===== src/rtl/bsg_div_iterative.sv =====
// Radix-2 restoring divider: signed/unsigned quotient and remainder with a
// fixed latency of width_p+3 cycles and RISC-V divide-by-zero/overflow results.
module bsg_div_iterative #(
    parameter int width_p = 64
) (
    input  logic               clk_i,
    input  logic               reset_n_i,
    output logic               ready_o,
    input  logic [width_p-1:0] dividend_i,
    input  logic [width_p-1:0] divisor_i,
    input  logic               signed_i,
    input  logic               v_i,
    output logic [width_p-1:0] quotient_o,
    output logic [width_p-1:0] remainder_o,
    output logic               v_o,
    input  logic               yumi_i
);

    localparam int cnt_w_lp = (width_p > 2) ? $clog2(width_p) : 1;

    typedef enum logic [2:0] {
        eIdle,
        ePre,
        eCal,
        eFix,
        eDone
    } state_e;

    state_e state_q, state_d;

    logic [cnt_w_lp-1:0] cnt_q, cnt_d;
    logic [width_p-1:0]  dvd_q, dvd_d;
    logic [width_p-1:0]  dvs_q, dvs_d;
    logic [width_p-1:0]  rem_q, rem_d;
    logic [width_p-1:0]  quo_q, quo_d;
    logic [width_p-1:0]  quot_q, quot_d;
    logic [width_p-1:0]  remo_q, remo_d;
    logic                sgn_q, sgn_d;
    logic                negq_q, negq_d;
    logic                negr_q, negr_d;
    logic                zero_q, zero_d;
    logic                ovf_q, ovf_d;
    logic                ready_q, ready_d;
    logic                v_q, v_d;

    logic                dvd_neg, dvs_neg;
    logic [width_p:0]    shl, diff;
    logic [width_p-1:0]  qfix, rfix;

    always_comb begin
        state_d = state_q;
        cnt_d   = cnt_q;
        dvd_d   = dvd_q;
        dvs_d   = dvs_q;
        rem_d   = rem_q;
        quo_d   = quo_q;
        quot_d  = quot_q;
        remo_d  = remo_q;
        sgn_d   = sgn_q;
        negq_d  = negq_q;
        negr_d  = negr_q;
        zero_d  = zero_q;
        ovf_d   = ovf_q;
        ready_d = ready_q;
        v_d     = v_q;

        dvd_neg = sgn_q & dvd_q[width_p-1];
        dvs_neg = sgn_q & dvs_q[width_p-1];
        // remainder stays below the divisor, so width_p+1 bits never overflow
        shl     = {rem_q, quo_q[width_p-1]};
        diff    = shl - {1'b0, dvs_q};
        qfix    = negq_q ? -quo_q : quo_q;
        rfix    = negr_q ? -rem_q : rem_q;

        unique case (state_q)
            eIdle: begin
                if (v_i) begin
                    dvd_d   = dividend_i;
                    dvs_d   = divisor_i;
                    sgn_d   = signed_i;
                    cnt_d   = '0;
                    ready_d = 1'b0;
                    state_d = ePre;
                end
            end
            ePre: begin
                quo_d   = dvd_neg ? -dvd_q : dvd_q;
                dvs_d   = dvs_neg ? -dvs_q : dvs_q;
                rem_d   = '0;
                negq_d  = dvd_neg ^ dvs_neg;
                negr_d  = dvd_neg;
                zero_d  = (dvs_q == '0);
                ovf_d   = sgn_q
                        & (dvd_q == {1'b1, {(width_p-1){1'b0}}})
                        & (&dvs_q);
                state_d = eCal;
            end
            eCal: begin
                if (!diff[width_p]) begin
                    rem_d = diff[width_p-1:0];
                    quo_d = {quo_q[width_p-2:0], 1'b1};
                end else begin
                    rem_d = shl[width_p-1:0];
                    quo_d = {quo_q[width_p-2:0], 1'b0};
                end
                cnt_d = cnt_q + cnt_w_lp'(1);
                if (cnt_q == cnt_w_lp'(width_p-1)) begin
                    state_d = eFix;
                end
            end
            eFix: begin
                if (zero_q) begin
                    quot_d = '1;
                    remo_d = dvd_q;
                end else if (ovf_q) begin
                    quot_d = dvd_q;
                    remo_d = '0;
                end else begin
                    quot_d = qfix;
                    remo_d = rfix;
                end
                v_d     = 1'b1;
                state_d = eDone;
            end
            eDone: begin
                if (yumi_i) begin
                    v_d     = 1'b0;
                    ready_d = 1'b1;
                    state_d = eIdle;
                end
            end
            default: begin
                v_d     = 1'b0;
                ready_d = 1'b1;
                state_d = eIdle;
            end
        endcase
    end

    always_ff @(posedge clk_i) begin
        if (!reset_n_i) begin
            state_q <= eIdle;
            cnt_q   <= '0;
            dvd_q   <= '0;
            dvs_q   <= '0;
            rem_q   <= '0;
            quo_q   <= '0;
            quot_q  <= '0;
            remo_q  <= '0;
            sgn_q   <= 1'b0;
            negq_q  <= 1'b0;
            negr_q  <= 1'b0;
            zero_q  <= 1'b0;
            ovf_q   <= 1'b0;
            ready_q <= 1'b1;
            v_q     <= 1'b0;
        end else begin
            state_q <= state_d;
            cnt_q   <= cnt_d;
            dvd_q   <= dvd_d;
            dvs_q   <= dvs_d;
            rem_q   <= rem_d;
            quo_q   <= quo_d;
            quot_q  <= quot_d;
            remo_q  <= remo_d;
            sgn_q   <= sgn_d;
            negq_q  <= negq_d;
            negr_q  <= negr_d;
            zero_q  <= zero_d;
            ovf_q   <= ovf_d;
            ready_q <= ready_d;
            v_q     <= v_d;
        end
    end

    assign ready_o     = ready_q;
    assign v_o         = v_q;
    assign quotient_o  = quot_q;
    assign remainder_o = remo_q;

endmodule


===== config.mk =====
export PLATFORM = sky130hd
export DESIGN_NAME = bsg_div_iterative
export DESIGN_NICKNAME = d
export VERILOG_FILES = /design/src/rtl/bsg_div_iterative.sv
export SDC_FILE = /design/constraint.sdc
export NUM_CORES = 1
export LEC_CHECK = 0
export BUFFER_PORTS_ARGS = -buffer_cell sky130_fd_sc_hd__buf_2
export CELL_PAD_IN_SITES_DETAIL_PLACEMENT = 1
export CELL_PAD_IN_SITES_GLOBAL_PLACEMENT = 2
export CORE_ASPECT_RATIO = 1.75
export CORE_MARGIN = 5
export CORE_UTILIZATION = 32
export DETAILED_ROUTE_END_ITERATION = 8
export HOLD_SLACK_MARGIN = 0.02
export PLACE_DENSITY_LB_ADDON = 0.2
export SLEW_MARGIN = 20
export SYNTH_ARGS = -nofsm -noshare
export SYNTH_HDL_FRONTEND = slang
export SYNTH_SLANG_ARGS = --single-unit

===== constraint.sdc =====
create_clock -name clk_i -period 3.8 [get_ports clk_i]
set_clock_uncertainty 0.15 [all_clocks]
set_input_delay 0.19 -clock clk_i [delete_from_list [all_inputs] [get_ports clk_i]]
set_output_delay 0.19 -clock clk_i [all_outputs]
set_load 0.005 [all_outputs]

; Yosys cells after proc, flatten, opt, wreduce, memory -nomap -nowiden
; Cells that the tools add are included.
[word_totals]
regBits = 400
inputBits = 133
elab_cells = 77
out_inout_bits = 130
[classes]
n_eq_ne = 10
bitwise_logic = 7
reduce_logical = 14
muxes = 25
addsub = 6
[ops]
columns = op, count
row1 = $mux 64, 10
row2 = $pmux 64 s2, 3
row3 = $neg 64->64, 4
row4 = $sub 65x64->65, 1
row5 = $eq 64x64->1 const B, 1
row6 = $logic_not 64->1, 1
row7 = $reduce_and 64->1, 1
row8 = $pmux 3 s5, 1
row9 = $pmux 6 s2, 1
row10 = $mux 3, 3
row11 = $reduce_and 3->1, 3
row12 = $ne 2x2->1 const B, 4
row13 = $add 6x1->6 const B, 1
row14 = $eq 3x2->1 const B, 2
row15 = $eq 6x6->1 const B, 1
row16 = $mux 6, 1
row17 = $pmux 1 s3, 2
row18 = $reduce_and 2->1, 3
row19 = $reduce_bool 2->1, 3
row20 = $reduce_or 3->1, 2
row21 = $and 1x1->1, 4
row22 = $mux 1, 4
row23 = $eq 3x1->1 const B, 1
row24 = $eq 3x3->1 const B, 1
row25 = 3 further kinds, 4

; Longest topological paths before layout
; Gate-level depths: netlist of run 1.
[logic_depth]
depth_word = 4
ltp_mapped = 16
mapped_depth_nobuf = 14

; Worst setup path before layout of run 1
; Ideal clock, no wire load.
[synth_timing]
kind = flip-flop to flip-flop
startpoint = register quo_q[63]
endpoint = register rem_q[58]
setup_ns = 0.120
period_less_slack_ns = 3.659
path_slack_ns = 0.141
path_stages_with_launch = 14
t_arrival_ns = 3.389
path_cell_list = dfxtp_1 -> inv_1 -> ha_1 -> fa_1 -> nand2b_1 -> a21o_1 -> a211o_1 -> a31oi_1 -> a21oi_1 -> o41ai_1 -> a221oi_1 -> o311ai_0 -> a21oi_1 -> a211o_1
[synth_via]
elab_chain_len = 3
[synth_rtl]
columns = item, line_no
row1 = start: declaration, 35  ; logic [width_p-1:0] quo_q, quo_d;
row2 = start signal: assignment, 163  ; quo_q <= quo_d;
row3 = $sub 65x64->65, 71  ; diff = shl - {1'b0, dvs_q};
row4 = $mux 64, 99  ; if (!diff[width_p]) begin
row5 = $pmux 64 s2, 75  ; unique case (state_q)
row6 = end signal: assignment, 162  ; rem_q <= rem_d;
row7 = end: declaration, 34  ; logic [width_p-1:0] rem_q, rem_d;
; Every way passes these cells.
; A chain may end at the register's enable or synchronous reset.

; Final worst setup path of run 1
[layout_timing]
startpoint = register dvs_q[19]
endpoint = register dvs_q[57]
[layout_via]
elab_chain_len = 3
[layout_rtl]
columns = item, line_no
row1 = start: declaration, 33  ; logic [width_p-1:0] dvs_q, dvs_d;
row2 = start signal: assignment, 161  ; dvs_q <= dvs_d;
row3 = $neg 64->64, 88  ; dvs_d = dvs_neg ? -dvs_q : dvs_q;
row4 = $mux 64, 88
row5 = $pmux 64 s2, 75
; Every way passes these cells. The select of a mux whose other input is x is not followed.

==> results.py, run 1 <==
metrics = {
    "grt": {
        "grt_max_degree": 205,
        "overflow": 0,
        "grtUsageTotal": 0.2534,
        "antenna_found_initial": 0,
        "grt_pass1_vias": 29510,
        "grt_pass1_wl_um": 173800,
    },
    "synthesis": {
        "syn_nets": 3628,
        "postSynthCellCount": 3424,
        "syn_avg_cell_area_um2": 7.489,
        "ys_types": 79,
        "seq_area_frac_synth": 0.3123,
        "yosys_warnings": 0,
        "synth_edf_count": 0,
        "ys.flop_type": "dfxtp_1",
        "synthArstFlopShare": 0,
        "syn-cell-area_um2": 25640,
        "synth-seq-cells": 400,
    },
    "finish": {
        "fin_area_um2": 33630,
        "area_growth_pct": 31.15,
        "fillerInstances": 9772,
        "drive_gt1_frac": 0.2076,
        "utilization": 0.4219,
        "nNetsFinal": 4226,
    },
    "critical_path": {
        "r2r_cells": 11,
        "worst-setup-path-type": "flip-flop to flip-flop",
        "start_kind": "flip-flop",
        "required_ns": 4.15,
        "cp_max_fo": 5,
        "crit_path_end_kind": "flip-flop",
        "cp.arrival_ns": 4.00,
    },
    "timing": {
        "slew-limit-headroom": 0.2736,
        "fin_crit_sh": 0.9602,
        "slew_violations": 0,
        "fin_crit_ns": 3.649,
        "finalHoldViolations": 0,
        "setup_viol": 0,
        "clock.fmax_mhz": 274.1,
        "fin_ws_ns": 0.1514,
        "fin_hold_ws_ns": 0.05117,
        "worstMarginPinSlew_ns": 1.062,
    },
    "floorplanning": {
        "core-area_um2": 79710,
        "rows": 137,
        "die_width_um": 224.0,
        "die-area_um2": 86120,
        "fp.dieH_um": 384.5,
        "start_util": 0.3217,
        "ioPinCount": 263,
    },
    "detailed_routing": {
        "wl_met2_um": 58570,
        "top_layer_used": "met4",
        "antenna_left": 0,
        "drt_first_pass_iters": 5,
        "via_count": 28080,
        "drt_wl_total_um": 113900,
        "vias_per_cell": 5.507,
        "route.layer.met1.wl_um": 45950,
        "drtIter0Drc": 1374,
        "drt_drc_violations_left": 0,
        "avgRoutedWirePerCell_um": 22.33,
        "met3_length_um": 3761,
    },
    "power_and_ir_drop": {
        "peakVddDrop_mv": 0.2657,
        "p_leak_uw": 0.01418,
        "cellPowerDensity_nw_per_um2": 383.5,
        "power.total_uw": 12900,
    },
    "clock_network": {
        "clock_sinks": 400,
        "clk_latency_ns": 0.61,
        "cts_max_path_buffers": 3,
        "clock_tree.root_cell": "clkbuf_16",
        "cts_tree": "done",
        "numCtsBuffers": 44,
        "htreeDepth": 2,
        "clkTransAtPathRegs_ns": 0.07,
    },
    "run_status": {
        "outcome": "finished, final reports clean",
    },
    "placement": {
        "postPlaceCellArea_um2": 30630,
        "dp_hpwl_um": 88450,
        "place_ws_ns": -0.4134,
        "routabilityCongestion": 0.9066,
        "port_buffers": 262,
    },
    "hold_path": {
        "whs_path_depth": 4,
        "hold_class": "input port to flip-flop",
    },
    "job": {
        "maxCapViolations": 0,
    },
}
registers in the layout (all words and copies together) (netlist names), 3 cells and up:
signal and flops:
cnt_q 6, dvs_q 64, dvd_q 64, quotient_o 64, quo_q 64, remainder_o 64
state_q 3, rem_q 64
repair_timing:
| item | CTS | global route |
|---|---|---|
| resized for setup | 11 | 34 |
| buffers inserted | 1 | 2 |
| pin swaps | 5 | 9 |
| setup endpoints to repair | 41 | 63 |
| endpoints found under the hold margin | 131 | 0 |
| hold buffers | 131 | 0 |
logic make-up (layout without fill, tap and decap cells):
kind of cell / Yosys count / count (layout) / share of synthesized area
compound gates: 1177 / 1177 / 0.2846
xor+xnor: 244 / 244 / 0.08334
fa+ha+maj: 71 / 71 / 0.03494
buf+inv: 365 / 997 / 0.05382
flops: 400 / 400 / 0.3123
mux: 21 / 21 / 0.008197
other cells: 0 / 2 / 0
simple gates: 1146 / 1146 / 0.2228
per-stage QoR:
stage,std cells,TNS (ns)
2_1_floorplan,3424,0
3_3_place_gp,4884,-2.962
3_5_place_dp,4884,-3.157
4_1_cts,5096,0
5_1_grt,5098,-0.02033
6_report,5100,0
critical path: stages (launching register included):
cell and delay [ns]:
dfxtp_1 0.31, buf_4 0.16, or4_1 0.55, nand4b_1 0.35, nor4_4 0.59, nand4_4 0.23
or3_4 0.48, nor3_1 0.22, nor3_1 0.09, a21oi_1 0.14, o22ai_1 0.09, and2_1 0.16
Yosys cell counts, drive strengths merged (4+ instances only):
cell / count / share of area
o221ai: 14 / 0.0048
nand2b: 21 / 0.0051
o21bai: 11 / 0.0032
a41oi: 4 / 0.0014
a32oi: 4 / 0.0014
nor3: 89 / 0.018
ha: 70 / 0.034
o221a: 4 / 0.0018
or4: 15 / 0.0045
o21a: 10 / 0.0029
a211oi: 8 / 0.0023
or3: 40 / 0.010
or2: 8 / 0.0020
nor4: 33 / 0.010
nor3b: 58 / 0.017
xnor2: 146 / 0.050
nor2b: 20 / 0.0049
a21oi: 318 / 0.062
buf: 27 / 0.0043
dfxtp: 400 / 0.31
a211o: 4 / 0.0014
o41ai: 23 / 0.0081
nand4: 56 / 0.014
mux2i: 21 / 0.0082
a221oi: 63 / 0.022
a22o: 11 / 0.0038
o21ai: 364 / 0.071
o22ai: 23 / 0.0056
nand2: 353 / 0.052
o31ai: 47 / 0.014
a31oi: 30 / 0.0073
and3: 11 / 0.0027
nand3b: 10 / 0.0029
a21o: 21 / 0.0061
a21boi: 75 / 0.022
o311ai: 6 / 0.0020
nand3: 46 / 0.0090
inv: 100 / 0.015
a22oi: 101 / 0.030
and2: 114 / 0.028
nor2: 262 / 0.039
clkbuf: 238 / 0.035
o211ai: 13 / 0.0038
xor2: 98 / 0.033
o211a: 6 / 0.0023
power by group:
part	total (µW)	switching [µW]	leakage (µW)	internal, µW
Combinational	3710	2190	0.0102	1520
Sequential	4620	233	0.00325	4390
Clock	4560	2030	0.000732	2530
cells in the final DEF, fill, tap and decap left out, types with 62 or more instances in the layout:
master         count
buf_4            413
dfxtp_1          395
nand2_1          352
o21ai_0          348
a21oi_1          315
buf_2            261
nor2_1           256
xnor2_1          146
dlygate4sd3_1    131
and2_1           113
inv_1             99
a22oi_1           98
xor2_1            97
nor3_1            83
a21boi_0          72
ha_1              68
a221oi_1          62
area by class of cell:
class | instances | area (µm²) | share of cell area
clock inverters | 24 | 242.7 | 0.007218
inverters | 100 | 375.4 | 0.01116
flip-flops and latches | 400 | 8016 | 0.2384
well taps | 1042 | 1304 | 0.03877
repair buffers | 817 | 5934 | 0.1765
multi-input cells | 2659 | 16510 | 0.4911
diodes | 2 | 5.005 | 0.0001488
clock buffers | 56 | 1237 | 0.03680
metal layers:
| layer | vias up | track usage |
|---|---|---|
| li1 | 13500 | - |
| met1 | 13760 | 0.2926 |
| met2 | 606 | 0.4720 |
| met3 | 226 | 0.02168 |
| met4 | 0 | 0.1117 |
| met5 | - | 0 |
path summary, 6_finish.rpt:
path,startpoint,end,slack [ns]
min reg2reg,remainder_o[19]$_SDFFE_PN0P_,remainder_o[19]$_SDFFE_PN0P_,0.35
max,dvs_q[19]$_SDFFE_PN0P_,dvs_q[57]$_SDFFE_PN0P_,0.15
min,divisor_i[1],dvs_q[1]$_SDFFE_PN0P_,0.05
max reg2reg,dvs_q[19]$_SDFFE_PN0P_,dvs_q[57]$_SDFFE_PN0P_,0.15
Note: power is estimated with default switching activity, not from simulation.
==> inputs of run 2 (changes only) <==
--- a/config.mk
+++ b/config.mk
@@ -9,7 +9,6 @@
 export CELL_PAD_IN_SITES_DETAIL_PLACEMENT = 1
 export CELL_PAD_IN_SITES_GLOBAL_PLACEMENT = 2
 export CORE_ASPECT_RATIO = 1.75
-export CORE_MARGIN = 5
 export CORE_UTILIZATION = 32
 export DETAILED_ROUTE_END_ITERATION = 8
 export HOLD_SLACK_MARGIN = 0.02
==> results.py, run 2 (synthesized netlist as in run 1, its figures left out) <==
metrics = {
    "run_status": {
        "outcome": "finished, final reports clean",
    },
    "power_and_ir_drop": {
        "cellPowerDensity_nw_per_um2": 379.9,
        "peakVddDrop_mv": 0.3150,
        "power_switching_uw": 4355,
        "power.total_uw": 12700,
        "p_seq_frac": 0.366,
        "clock_power_share": 0.348,
        "p_leak_uw": 0.01406,
        "switching_share": 0.3430,
        "comb_power_share": 0.286,
        "p_int_uw": 8342,
    },
    "floorplanning": {
        "start_util": 0.3224,
        "core-area_um2": 79540,
        "fp.dieH_um": 376.5,
        "die_width_um": 216.0,
        "ioPinCount": 263,
        "rows": 137,
        "die-area_um2": 81310,
    },
    "critical_path": {
        "worst-setup-path-type": "flip-flop to flip-flop",
        "crit_path_end_kind": "flip-flop",
        "cp_common_cell": "buf_4",
        "required_ns": 4.13,
        "start_kind": "flip-flop",
        "cp_num_buf_inv": 6,
        "slowest_delay_ns": 0.34,
        "crit_chain": "inv_1 -> ha_2 -> fa_2 -> nand2b_4 -> a21o_1 -> a211o_1 -> buf_4 -> nand2_4 -> o2111a_1 -> a21oi_1 -> buf_4 -> o21ba_4 -> xor2_4 -> buf_12 -> buf_6 -> and2_4 -> clkbuf_16 -> a22oi_1 -> o21ai_0",
        "cp.arrival_ns": 4.02,
        "crit_family": "compound AO/OA/AOI/OAI gates",
        "cp_max_fo": 8,
        "crit_slowest_cell": "fa_2",
    },
    "grt": {
        "overflow": 0,
        "antenna_found_initial": 1,
        "grtUsageTotal": 0.2688,
        "grt_pass1_wl_um": 171300,
        "grt_max_degree": 218,
        "grt_pass1_vias": 29190,
    },
    "finish": {
        "utilization": 0.4202,
        "fin_area_um2": 33420,
        "area_growth_pct": 30.34,
        "fillerInstances": 9803,
        "final_common_cell": "dfxtp_1",
        "layout_common_cells": "dfxtp_1, buf_4, nand2_1, o21ai_0, a21oi_1",
        "nNetsFinal": 4200,
        "drive_gt1_frac": 0.1985,
    },
    "timing": {
        "clock.fmax_mhz": 270.9,
        "fin_crit_sh": 0.9714,
        "setup_viol": 0,
        "fin_crit_ns": 3.691,
        "fin_ws_ns": 0.1087,
        "finalHoldViolations": 0,
        "slew-limit-headroom": 0.3126,
        "setup_tns_ns": 0,
        "rsz0062_at_grt": "yes",
        "worstMarginPinSlew_ns": 1.031,
        "slew_violations": 0,
    },
    "placement": {
        "dp_hpwl_um": 85460,
        "port_buffers": 262,
        "postPlaceCellArea_um2": 30270,
        "place_ws_ns": -0.4073,
        "routabilityCongestion": 0.8924,
    },
    "hold_path": {
        "hold_class": "input port to flip-flop",
    },
    "detailed_routing": {
        "via_count": 27870,
        "vias_per_cell": 5.498,
        "antenna_left": 0,
        "drt_wl_total_um": 111700,
        "drt_drc_violations_left": 0,
        "avgRoutedWirePerCell_um": 22.04,
        "drtIter0Drc": 1302,
        "drt_first_pass_iters": 5,
    },
    "job": {
        "maxCapViolations": 0,
    },
    "clock_network": {
        "htreeDepth": 2,
        "clk_latency_ns": 0.61,
        "numCtsBuffers": 43,
        "cts_tree": "done",
        "clock_tree.root_cell": "clkbuf_16",
        "clkTransAtPathRegs_ns": 0.07,
        "cts_max_path_buffers": 3,
        "clock_sinks": 400,
    },
}
[run 2: final timing paths]
check,startpoint,slack (ns),depth (start not counted),to
max reg2reg,quo_q[63]$_SDFFE_PN0N_,0.11,19,rem_q[56]$_SDFFE_PN0N_
min reg2reg,remainder_o[8]$_SDFFE_PN0P_,0.35,2,remainder_o[8]$_SDFFE_PN0P_
max,quo_q[63]$_SDFFE_PN0N_,0.11,19,rem_q[56]$_SDFFE_PN0N_
min,divisor_i[1],0.09,4,dvs_q[1]$_SDFFE_PN0P_
[run 2: power by group through the flow]
stage / Clock, µW / Sequential, µW / Combinational (µW)
floorplan: 0 / 4660 / 1940
global placement: 0 / 4730 / 3360
detailed placement: 0 / 4740 / 3430
CTS: 4530 / 4640 / 3600
global route: 4640 / 4670 / 3960
finish: 4410 / 4650 / 3640
[run 2: final cells by class]
cell class,count,area (µm²),area share
clock inverters,20,236.5,0.007076
inverters,100,375.4,0.01123
flip-flops and latches,400,8016,0.2399
diodes,1,2.502,0.00007488
repair buffers,792,5796,0.1734
well taps,1042,1304,0.03901
clock buffers,55,1171,0.03504
multi-input cells,2659,16520,0.4943
[run 2: worst register-to-register path: cells and delay by family (launching register included)]
family / cells / cell delay [ns]
compound gates: 7 / 1.21
simple gates: 3 / 0.39
buf+inv: 6 / 0.82
xor+xnor: 1 / 0.15
flops: 1 / 0.33
fa+ha+maj: 2 / 0.52
[run 2: per-layer routing]
layer	global-route usage	wire (µm)
met1	0.3054	45340
met2	0.5032	57800
met3	0.01889	3005
met4	0.1285	5581
met5	0	0
[run 2: stage by stage]
stage               hold WS, ns  cells
finish                  0.08551   5069
global route            0.08383   5068
CTS                     0.08350   5066
detailed placement       0.3070   4842
global placement         0.2987   4842
floorplan                0.1849   3424
[run 2: what timing repair did]
item | 4_1_cts | 5_1_grt
gates cloned | 1 | 1
buffers inserted | 3 | 2
hold endpoints to repair | 170 | 0
pin swaps | 7 | 2
hold buffers | 145 | 0
setup endpoints to repair | 56 | 69
resized for setup | 20 | 30
==> inputs of run 3 (changes only) <==
--- a/config.mk
+++ b/config.mk
@@ -5,11 +5,11 @@
 export SDC_FILE = /design/constraint.sdc
 export NUM_CORES = 1
 export LEC_CHECK = 0
-export BUFFER_PORTS_ARGS = -buffer_cell sky130_fd_sc_hd__buf_2
+export BUFFER_PORTS_ARGS = -buffer_cell sky130_fd_sc_hd__buf_4
 export CELL_PAD_IN_SITES_DETAIL_PLACEMENT = 1
 export CELL_PAD_IN_SITES_GLOBAL_PLACEMENT = 2
 export CORE_ASPECT_RATIO = 1.75
-export CORE_UTILIZATION = 32
+export CORE_UTILIZATION = 35
 export DETAILED_ROUTE_END_ITERATION = 8
 export HOLD_SLACK_MARGIN = 0.02
 export PLACE_DENSITY_LB_ADDON = 0.2
==> constraint.sdc (replaced) <==
create_clock -name clk_i -period 3.5 [get_ports clk_i]
set_clock_uncertainty 0.15 [all_clocks]
set_input_delay 0.175 -clock clk_i [delete_from_list [all_inputs] [get_ports clk_i]]
set_output_delay 0.175 -clock clk_i [all_outputs]
set_load 0.005 [all_outputs]
==> results.py, run 3 (synthesized netlist as in run 1, its figures left out) <==
metrics = {
    "finish": {
        "diodes": 0,
        "nNetsFinal": 4383,
        "area_growth_pct": 40.34,
        "final_common_cell": "buf_4",
        "fin_area_um2": 35990,
        "drive_gt1_frac": 0.2505,
        "layout_common_cells": "buf_4, dfxtp_1, nand2_1, o21ai_0, a21oi_1",
        "utilization": 0.4956,
    },
    "power_and_ir_drop": {
        "p_leak_uw": 0.01522,
        "cellPowerDensity_nw_per_um2": 399.0,
        "peakVddDrop_mv": 0.2908,
        "power.total_uw": 14360,
    },
    "floorplanning": {
        "fp.dieH_um": 360.1,
        "die_width_um": 206.6,
        "rows": 131,
        "core-area_um2": 72610,
        "die-area_um2": 74390,
        "ioPinCount": 263,
        "start_util": 0.3531,
    },
    "timing": {
        "finalHoldViolations": 0,
        "slew-limit-headroom": 0.3054,
        "clock.fmax_mhz": 280.8,
        "fin_ws_ns": -0.06098,
        "fin_crit_sh": 1.017,
        "slew_violations": 0,
        "setup_viol": 9,
        "rsz0062_at_grt": "yes",
        "fin_crit_ns": 3.561,
        "worstMarginPinSlew_ns": 1.039,
    },
    "critical_path": {
        "cp_common_cell": "buf_4",
        "start_kind": "flip-flop",
        "crit_family": "compound AO/OA/AOI/OAI gates",
        "crit_path_end_kind": "flip-flop",
        "worst-setup-path-type": "flip-flop to flip-flop",
        "cp_max_fo": 6,
        "cp_num_buf_inv": 4,
        "slowest_delay_ns": 0.38,
        "cp_num_cells": 17,
        "crit_slowest_cell": "fa_2",
        "r2r_cells": 17,
        "cp.arrival_ns": 3.91,
        "required_ns": 3.85,
        "crit_chain": "inv_2 -> ha_4 -> fa_2 -> nand2b_4 -> a21o_1 -> a211o_1 -> nand2_2 -> o2111a_2 -> a21oi_4 -> o21ba_4 -> xor2_4 -> buf_4 -> clkbuf_16 -> buf_4 -> a21oi_1 -> o21ai_1 -> and3_1",
    },
    "detailed_routing": {
        "vias_per_cell": 5.646,
        "antenna_left": 0,
        "drt_wl_total_um": 116700,
        "drt_drc_violations_left": 24,
        "drtIter0Drc": 1364,
        "avgRoutedWirePerCell_um": 22.69,
        "drt_first_pass_iters": 7,
        "via_count": 29030,
    },
    "placement": {
        "postPlaceCellArea_um2": 31880,
        "dp_hpwl_um": 87680,
        "port_buffers": 262,
        "routabilityCongestion": 0.9183,
    },
    "clock_network": {
        "cts_tree": "done",
        "htreeDepth": 2,
        "clk_latency_ns": 0.61,
        "cts_max_path_buffers": 3,
        "numCtsBuffers": 44,
        "clkTransAtPathRegs_ns": 0.06,
        "clock_tree.root_cell": "clkbuf_16",
        "clock_sinks": 400,
    },
    "grt": {
        "overflow": 0,
        "grt_max_degree": 206,
        "antenna_found_initial": 0,
        "grtUsageTotal": 0.3078,
        "grt_pass1_wl_um": 177800,
        "grt_pass1_vias": 30940,
    },
    "run_status": {
        "outcome": "complete, but fails checks",
        "violations": "DRC, setup timing",
    },
    "job": {
        "maxCapViolations": 0,
    },
    "hold_path": {
        "whs_path_depth": 3,
        "hold_class": "input port to flip-flop",
    },
}
-- run 3: cell count changes in the layout (fill, tap and decap cells not counted), sizes merged --
cell	delta
clkbuf	+11
bufbuf	-1
clkinv	-6
clkinvlp	+1
bufinv	-3
diode	-1
dlygate4sd3	+7
buf	+175
inv	+1
-- run 3: worst paths after layout --
path                                     start                           end  slack (ns)
setup reg to reg        quo_q[63]$_SDFFE_PN0N_        rem_q[39]$_SDFFE_PN0N_       -0.06
setup / recovery        quo_q[63]$_SDFFE_PN0N_        rem_q[39]$_SDFFE_PN0N_       -0.06
hold reg to reg   remainder_o[15]$_SDFFE_PN0P_  remainder_o[15]$_SDFFE_PN0P_        0.35
hold / removal                    divisor_i[0]         dvs_q[0]$_SDFFE_PN0P_        0.08
-- run 3: what timing repair did --
| action | in CTS | in global routing |
|---|---|---|
| endpoints found under the hold margin | 179 | 0 |
| cloned | 1 | 2 |
| pin swaps | 27 | 51 |
| buffers inserted | 17 | 27 |
| endpoints found under the setup margin | 84 | 88 |
| resized for setup | 69 | 124 |
| hold buffers | 152 | 0 |
-- run 3: area by class of cell --
cell class	instances	area, µm²
Fill cell	8844	36630
Multi-Input combinational cell	2659	17090
Sequential cell	400	8021
Timing Repair Buffer	974	7936
Clock buffer	65	1290
Tap cell	931	1165
Inverter	100	375.4
Clock inverter	13	110.1
-- run 3: stage by stage --
stage	TNS, ns	setup WS (ns)	hold WS, ns	instances
2_1_floorplan	-0.007464	-0.003732	0.1699	3424
3_3_place_gp	-23.62	-0.4744	0.2929	4868
3_5_place_dp	-29.22	-0.5587	0.3012	4868
4_1_cts	-0.006779	-0.006325	0.05394	5115
5_1_grt	-4.311	-0.1576	0.03843	5142
6_report	-0.1520	-0.06098	0.07925	5142
-- run 3: worst reg2reg max path, delay by kind of cell (launching register included) --
family / cells / cell delay (ns)
AO/OA/AOI/OAI: 7 / 1.32
AND/OR/NAND/NOR: 3 / 0.42
buffers and inverters: 4 / 0.53
flip-flops: 1 / 0.34
XOR/XNOR: 1 / 0.16
adder cells (fa/ha/maj): 2 / 0.55
-- run 3: routing by layer --
metal  global-route usage  up-vias  wire, µm  share of wire
met1               0.3422    14280     45770           0.39
met2               0.5648      669     60450           0.52
li1                     -    13820         -              -
met4               0.1664        0      6832          0.059
met5                    0        -         0              0
met3              0.02743      265      3636          0.031
-- run 3: power by group --
part / total, µW / internal, µW / leakage, µW / switching (µW)
Clock: 4730 / 2620 / 0.000690 / 2110
Combinational: 4630 / 2030 / 0.0113 / 2600
Sequential: 4990 / 4770 / 0.00325 / 225
Total: 14400 / 9420 / 0.0152 / 4940
